==> src/rtl/mem_access_sequencer_pkg.sv <==
// Shared types and constants for the memory access sequencer: FSM states,
// address-select encodings, exception cause codes and vector addresses.
package mem_access_sequencer_pkg;

  typedef enum logic [2:0] {
    ST_IDLE     = 3'd0,
    ST_FETCH    = 3'd1,
    ST_DATA     = 3'd2,
    ST_EXC_SAVE = 3'd3,
    ST_EXC_READ = 3'd4,
    ST_EXC_LOAD = 3'd5
  } state_e;

  localparam logic [1:0] IORD_PC   = 2'b00;
  localparam logic [1:0] IORD_V254 = 2'b01;
  localparam logic [1:0] IORD_V255 = 2'b10;
  localparam logic [1:0] IORD_ALU  = 2'b11;

  localparam logic [1:0] CAUSE_NONE  = 2'b00;
  localparam logic [1:0] CAUSE_BADOP = 2'b01;
  localparam logic [1:0] CAUSE_OVF   = 2'b10;

  localparam logic [7:0] VEC_ADDR_BADOP = 8'd254;
  localparam logic [7:0] VEC_ADDR_OVF   = 8'd255;

endpackage

==> src/rtl/mem_access_sequencer_wait.sv <==
// Memory latency counter: loads MEM_LAT-1, counts down to zero and flags
// the final cycle of an access.
module mem_wait_counter #(
  parameter int MEM_LAT = 2
) (
  input  logic clk_i,
  input  logic rst_ni,
  input  logic load_i,
  output logic last_o
);

  localparam logic [3:0] LOAD_VAL = 4'(MEM_LAT - 1);

  logic [3:0] cnt_q, cnt_d;

  always_comb begin
    cnt_d = cnt_q;
    if (load_i) begin
      cnt_d = LOAD_VAL;
    end else if (cnt_q != 4'd0) begin
      cnt_d = cnt_q - 4'd1;
    end
  end

  always_ff @(posedge clk_i or negedge rst_ni) begin
    if (!rst_ni) begin
      cnt_q <= 4'd0;
    end else begin
      cnt_q <= cnt_d;
    end
  end

  assign last_o = (cnt_q == 4'd0);

endmodule

==> src/rtl/mem_access_sequencer.sv <==
// Multi-cycle memory access sequencer: arbitrates fetch/data accesses and
// runs the exception entry sequence (save EPC, read vector, load PC).
module mem_access_sequencer
  import mem_access_sequencer_pkg::*;
#(
  parameter int MEM_LAT = 2
) (
  input  logic        clock,
  input  logic        reset_n,
  input  logic        fetch_req,
  output logic        fetch_ack,
  input  logic        data_req,
  input  logic        data_we,
  output logic        data_ack,
  input  logic        bad_op,
  input  logic        ovf,
  input  logic [31:0] mem_rdata,
  output logic [1:0]  iord,
  output logic        mem_wr,
  output logic        epc_wr,
  output logic        pc_vec_wr,
  output logic [31:0] pc_vec,
  output logic [1:0]  cause,
  output logic        exc_busy,
  output logic [2:0]  state_dbg
);

  // Handshake: a request is held high until its one-cycle ack; it is only
  // sampled in IDLE, so acks occur exactly once per serviced access.

  state_e      state_q, state_d;
  logic        pend_q, pend_d;
  logic [1:0]  pend_code_q, pend_code_d;
  logic        we_q, we_d;
  logic [1:0]  cause_q, cause_d;
  logic [31:0] vec_q, vec_d;
  logic        cnt_load;
  logic        cnt_last;
  logic        ev;
  logic [1:0]  ev_code;
  logic        unused_rdata;

  assign unused_rdata = ^mem_rdata[31:8];

  mem_wait_counter #(.MEM_LAT(MEM_LAT)) u_wait (
    .clk_i  (clock),
    .rst_ni (reset_n),
    .load_i (cnt_load),
    .last_o (cnt_last)
  );

  assign ev      = bad_op | ovf;
  assign ev_code = bad_op ? CAUSE_BADOP : (ovf ? CAUSE_OVF : CAUSE_NONE);

  always_comb begin
    state_d     = state_q;
    pend_d      = pend_q;
    pend_code_d = pend_code_q;
    we_d        = we_q;
    cause_d     = cause_q;
    vec_d       = vec_q;
    cnt_load    = 1'b0;
    iord        = IORD_PC;
    mem_wr      = 1'b0;
    fetch_ack   = 1'b0;
    data_ack    = 1'b0;
    epc_wr      = 1'b0;
    pc_vec_wr   = 1'b0;
    exc_busy    = 1'b0;

    // Events are latched only outside the exception sequence; the first wins.
    if ((state_q == ST_IDLE || state_q == ST_FETCH || state_q == ST_DATA) && ev && !pend_q) begin
      pend_d      = 1'b1;
      pend_code_d = ev_code;
    end

    case (state_q)
      ST_IDLE: begin
        cnt_load = 1'b1;
        if (pend_q || ev) begin
          state_d = ST_EXC_SAVE;
        end else if (data_req) begin
          state_d = ST_DATA;
          we_d    = data_we;
        end else if (fetch_req) begin
          state_d = ST_FETCH;
        end
      end
      ST_FETCH: begin
        if (cnt_last) begin
          fetch_ack = 1'b1;
          state_d   = ST_IDLE;
        end
      end
      ST_DATA: begin
        iord   = IORD_ALU;
        mem_wr = we_q;
        if (cnt_last) begin
          data_ack = 1'b1;
          state_d  = ST_IDLE;
        end
      end
      ST_EXC_SAVE: begin
        epc_wr      = 1'b1;
        exc_busy    = 1'b1;
        cause_d     = pend_code_q;
        pend_d      = 1'b0;
        pend_code_d = CAUSE_NONE;
        cnt_load    = 1'b1;
        state_d     = ST_EXC_READ;
      end
      ST_EXC_READ: begin
        exc_busy = 1'b1;
        iord     = (cause_q == CAUSE_BADOP) ? IORD_V254 : IORD_V255;
        if (cnt_last) begin
          vec_d   = {24'b0, mem_rdata[7:0]};
          state_d = ST_EXC_LOAD;
        end
      end
      ST_EXC_LOAD: begin
        exc_busy  = 1'b1;
        pc_vec_wr = 1'b1;
        state_d   = ST_IDLE;
      end
      default: begin
        state_d = ST_IDLE;
      end
    endcase
  end

  always_ff @(posedge clock or negedge reset_n) begin
    if (!reset_n) begin
      state_q     <= ST_IDLE;
      pend_q      <= 1'b0;
      pend_code_q <= CAUSE_NONE;
      we_q        <= 1'b0;
      cause_q     <= CAUSE_NONE;
      vec_q       <= 32'd0;
    end else begin
      state_q     <= state_d;
      pend_q      <= pend_d;
      pend_code_q <= pend_code_d;
      we_q        <= we_d;
      cause_q     <= cause_d;
      vec_q       <= vec_d;
    end
  end

  assign pc_vec    = vec_q;
  assign cause     = cause_q;
  assign state_dbg = state_q;

endmodule

==> config.mk <==
export PLATFORM = sky130hd
export DESIGN_NAME = mem_access_sequencer
export DESIGN_NICKNAME = d
export VERILOG_FILES = /design/src/rtl/mem_access_sequencer_pkg.sv /design/src/rtl/mem_access_sequencer_wait.sv /design/src/rtl/mem_access_sequencer.sv
export SDC_FILE = /design/constraint.sdc
export NUM_CORES = 1
export LEC_CHECK = 0
export CAP_MARGIN = 10
export CORE_MARGIN = 4
export CORE_UTILIZATION = 35
export CTS_CLUSTER_SIZE = 24
export DETAILED_ROUTE_END_ITERATION = 12
export PLACE_DENSITY_LB_ADDON = 0.1
export SLEW_MARGIN = 20
export SYNTH_ARGS = -nofsm -noshare
export SYNTH_HDL_FRONTEND = slang
export SYNTH_SLANG_ARGS = --single-unit
==> constraint.sdc <==
create_clock -name clock -period 2.8 [get_ports clock]
set_input_delay 0.56 -clock clock [delete_from_list [all_inputs] [get_ports clock]]
set_output_delay 0.56 -clock clock [all_outputs]
set_load 0.03 [all_outputs]
Yosys cells after proc, flatten, opt, wreduce, memory -nomap -nowiden
Index checks and enable logic that the tools add are counted.

Bitwise gates (word level): 2. Add/subtract/negate cells: 1. Muxes and demuxes: 24. Reductions and logical operators: 17. Eq/ne operators: 9.

Operators by type and width (number): 2-to-1 mux 3 bit (5); case mux 3 bit (4 select lines) (1); 2-to-1 mux 1 bit (10); 2-to-1 mux 2 bit (5); 2-to-1 mux 4 bit (2); == test 3 x 2 -> 1 bit, second input constant (2); == test 3 bit, second input constant (2); AND reduction 3 bit (2); logical NOT 4 bit (1); != test 4 x 3 -> 1 bit, second input constant (1); case mux 2 bit (2 select lines) (1); nonzero test 2 bit (2); nonzero test 4 bit (1); OR reduction 2 bit (2); subtractor 4 x 1 -> 4 bit, second input constant (1); == test 3 x 1 -> 1 bit, second input constant (1); logical NOT 3 bit (1); logical OR 1 bit (3); OR reduction 3 bit (1); == test 2 x 1 -> 1 bit, second input constant (1); logical AND 1 bit (2); != test 2 x 1 -> 1 bit, second input constant (1); != test 2 bit, second input constant (1); AND reduction 2 bit (1); 3 further kinds (3).

Input port bits: 39. Bits in registers: 21. Logic and storage cells: 60. Output and inout bits: 45.

Logic depth before layout (Yosys ltp)
Word-level depth: 7. Depth in mapped cells: 7. Depth with buffers taken out: 5.

Modules after synthesis
A second synthesis with hierarchy kept.

Cells, all modules: 118. Area total of the unflattened synthesis: 1247.4 um^2.

By module, submodules not included: mem_access_sequencer (instances 1, cells each 96, area each 1017.2 um^2, sequential area each 425.4 um^2); mem_wait_counter (instances 1, cells each 22, area each 230.2 um^2, sequential area each 100.1 um^2).

Least setup slack after synthesis
No wires, ideal clock.

Kind: reg-to-output. Start point: register u_wait.cnt_q[0]. End point: output fetch_ack. Buffers on the path: 1. Path slack: 0.103 ns. Cell stages (with the launch flop): 6. Required time: 2.240 ns. Arrival: 2.137 ns. Cell sequence: dfrtp_1 inv_1 ha_1 or3b_1 buf_6 nor4b_1.

Cells in the longest elaborated chain, start to end: 3.

Ends and longest elaborated chain: start, declared (line mem_access_sequencer_wait.sv:14) `logic [3:0] cnt_q, cnt_d;`; start signal, assigned (line mem_access_sequencer_wait.sv:29) `cnt_q <= cnt_d;`; logical NOT 4 bit (line mem_access_sequencer_wait.sv:33) `assign last_o = (cnt_q == 4'd0);`; 2-to-1 mux 1 bit (line mem_access_sequencer.sv:90) `if (cnt_last) begin`; 2-to-1 mux 1 bit (line mem_access_sequencer.sv:77) `case (state_q)`; end, declared (line mem_access_sequencer.sv:11) `output logic fetch_ack,`.

No other way between the ends.

Worst setup path in the final report
Start point: register state_q[2] (netlist: state_dbg[2]). End point: output iord[0].

Cells in the longest elaborated chain, start to end: 2. Elaborated cells on any way between the ends: 3. Classes of those cells: eq/ne: 2; mux: 1.

Ends and longest elaborated chain: start, declared (line mem_access_sequencer.sv:31) `state_e state_q, state_d;`; start signal, assigned (line mem_access_sequencer.sv:140) `state_q <= state_d;`; == test 3 bit / == test 3 x 2 -> 1 bit (equally long branches) (line mem_access_sequencer.sv:77); case mux 2 bit (2 select lines) * (line mem_access_sequencer.sv:77); end, declared (line mem_access_sequencer.sv:18) `output logic [1:0] iord,`.

Every way passes the cells marked *; elsewhere a longest branch is shown, timed or not.

==> impl_metrics.csv <==
group,metric,value,unit
power_and_ir_drop,p_per_area,1137,nW/um2
floorplanning,dieArea,4494,um2
cts,cts.clk_slew.worst_paths,120,ps
setup_path,cp-start-kind,"flop",
sta,drv_slew,0,
logic_synthesis,synth_edf_count,0,
logic_synthesis,seq_area_frac_synth,43.08,%
logic_synthesis,synth_xor_area_share,1.436,%
layout,drive_gt1_share,14.19,%
setup_path,cp.arrival,2130,ps
cts,root_buffer,"clkbuf_4",
sta,setup_viol,0,
cts,numCtsBuffers,3,
cts,clock_path_buffers,2,
sta,hold_viol,0,
power_and_ir_drop,pwr-share-seq,30.6,%
logic_synthesis,synth_top_family_by_area,"buffers and inverters",
global_routing,grt_max_degree,22,
layout,regArea,525.5,um2
drt,drt_pre_antenna_iters,4,
logic_synthesis,synth_area_leader_cell,"dfrtp_1",
drt,ant_nets,0,
global_routing,grt-ovfl-total,0,
sta,finalCritPeriodShare,95.92,%
placement,hpwl,1878,um
sta,clock.fmax,0.3723,GHz
cts,clock-sinks,21,
floorplanning,die_w,67.04,um
global_routing,antenna_found_initial,0,
logic_synthesis,syn_area_per_cell,10.43,um2
cts,cts_hold_buffers,0,
floorplanning,core_area,3363,um2
cts,post_cts_resized,1,
logic_synthesis,syn_inst,117,
placement,place.gp.congestion,0.8057,
layout,fillerInstances,340,
sta,fin_crit,2686,ps
sta,worstMarginPinSlew,510.2,ps
cts,insertion_delay,300,ps
floorplanning,pin_count,84,
drt,drt-total-wl,2409,um
global_routing,grt_pass1_vias,894,
placement,port_buffers,35,
power_and_ir_drop,power.leakage,0.7389,nW
floorplanning,rows,21,
sta,fin_skew,1.576,ps
hold_path,hold_class,"flop to flop",
cts,htreeDepth,1,
logic_synthesis,synth-simple-area-share,13.23,%
power_and_ir_drop,ir_drop,0.0004820,V
layout,multi_input_area,548.0,um2
cts,cts_setup_buffers,0,
layout,diodes,0,
logic_synthesis,netlist_area,1220,um2
drt,wl_per_cell,11.99,um
floorplanning,die_h,67.04,um
logic_synthesis,synth_cell_types,32,
power_and_ir_drop,pwr-share-clk,8.3,%
logic_synthesis,synthTopCellsByCount,"24 x buf_4, 21 x dfrtp_1, 9 x nor2_1",
logic_synthesis,synth_compound_area_share,6.769,%
floorplanning,start_util,36.27,%
logic_synthesis,synthMostInstantiatedCell,"buf_4",
logic_synthesis,synth_area_leaders,"dfrtp_1 43%, buf_4 15%, mux2_4 9.8%, a21oi_1 2.9%, nor2_1 2.8%",
power_and_ir_drop,swShare,44.31,%
logic_synthesis,synth_top_area_share,43.08,%
logic_synthesis,synthFlopType,"dfrtp_1",
logic_synthesis,synth_fa_ha_area_share,1.026,%
flow_run,maxCapViolations,0,
setup_path,required,2240,ps
placement,place_ws,337.9,ps
power_and_ir_drop,switching_power,787.0,uW
drt,vias_per_cell,4.363,
logic_synthesis,synthArstFlopShare,100.0,%
drt,drt_iter0_drc,12,
logic_synthesis,synth_seq_cells,21,
setup_path,path_max_fanout,9,
power_and_ir_drop,power.internal,988.9,uW
global_routing,grt_pass1_wl,3946,um
sta,finalSetupTns,0,ps
setup_path,critPathKind,"flop to output port",
cts,cts_tree,"yes",
logic_synthesis,yosysWarnings,0,
drt,drc,0,
status,status,"completed",
sta,setup_ws,114.2,ps
setup_path,cp-end-kind,"output port",
power_and_ir_drop,comb_power_share,61.1,%
sta,rsz0062_at_grt,"false",
global_routing,grtUsageTotal,11.30,%
logic_synthesis,synthMuxAreaShare,15.08,%
sta,slew_headroom,65.99,%
layout,area_delta_synth_final,28.00,%
drt,route.vias.total,877,
layout,final_nets,196,
## final cells by class
type                       count  share of cell area, %
clock buffer                   3                  1.442
clock inverter                 1                 0.3205
inverter                       5                  1.202
multi-input combinational     85                  35.10
sequential                    21                  33.65
tap                           46                  3.686
timing repair buffer          40                  24.60
## cells by family after synthesis
logic type / Yosys count
AOI/OAI and AO/OA: 14
adders and majority gates: 1
xor gates and xnor gates: 2
other: 1
buffers and inverters: 34
DFF: 21
muxes: 14
and+or+nand+nor: 30
## metal layers
layer	GRT usage, %	vias up	wire [um]
met3	2.530	2	138
li1	-	421	-
met4	3.797	0	15
met2	18.28	29	1228
met1	14.70	425	1026
met5	0	-	0
## sequential cells by signal (all words and copies together), names as in the netlist
name and cells:
pend_q 1, pend_code_q 2, state_dbg 3, we_q 1, pc_vec 8, u_wait.cnt_q 4
cause 2
## worst paths after layout
check | start | endpoint | slack, ps | cells after the start
worst max-delay path | state_dbg[2] | iord[0] | 110 | 4
worst min-delay path | pend_code_q[0] | cause[0] | 520 | 1
worst max register to register | u_wait.cnt_q[0] | pc_vec[6] | 470 | 6
worst min register to register | pend_code_q[0] | cause[0] | 520 | 1
max in group asynchronous | reset_n | u_wait.cnt_q[0] | 2000 | 2
min in group asynchronous | reset_n | pc_vec[1] | 580 | 2
## layout by cell type (no fill, tap or decap), types with 2 or more instances in the layout
cell type and count:
a211oi_1 2, a21oi_1 7, buf_4 6, clkbuf_4 3
clkdlybuf4s50_1 33, conb_1 24, dfrtp_1 21, inv_1 5
mux2_2 3, mux2_4 8, mux2i_1 3, nand2_1 3
nand2b_1 3, nor2_1 9, nor2b_1 2, nor3_1 3
o21ai_0 3, or3_1 2
## critical path: stages (launching register included)
cell and delay (ps):
dfrtp_1 500, nand2b_1 160, or3_1 320, a21oi_1 150
clkdlybuf4s50_1 690
## power groups by stage
stage               clock [mW]  combinational [mW]  sequential, mW
finish                   0.148                1.08           0.543
global route             0.166                1.17           0.566
detailed placement           0                1.09           0.550
floorplan                    0               0.578           0.701
CTS                      0.155                1.10           0.545
global placement             0                1.09           0.547
## stage by stage
stage | hold WS (ps) | total power [mW] | area, um2 | instances | util, %
CTS | 518.8 | 1.798 | 1562 | 201 | 46.43
finish | 515.4 | 1.776 | 1562 | 201 | 46.43
global placement | 486.3 | 1.633 | 1535 | 197 | 45.65
detailed placement | 488.6 | 1.641 | 1535 | 197 | 45.65
floorplan | 264.4 | 1.280 | 1306 | 140 | -
global route | 545.5 | 1.904 | 1562 | 201 | 46.43
Power figures use the tool's default switching activity.
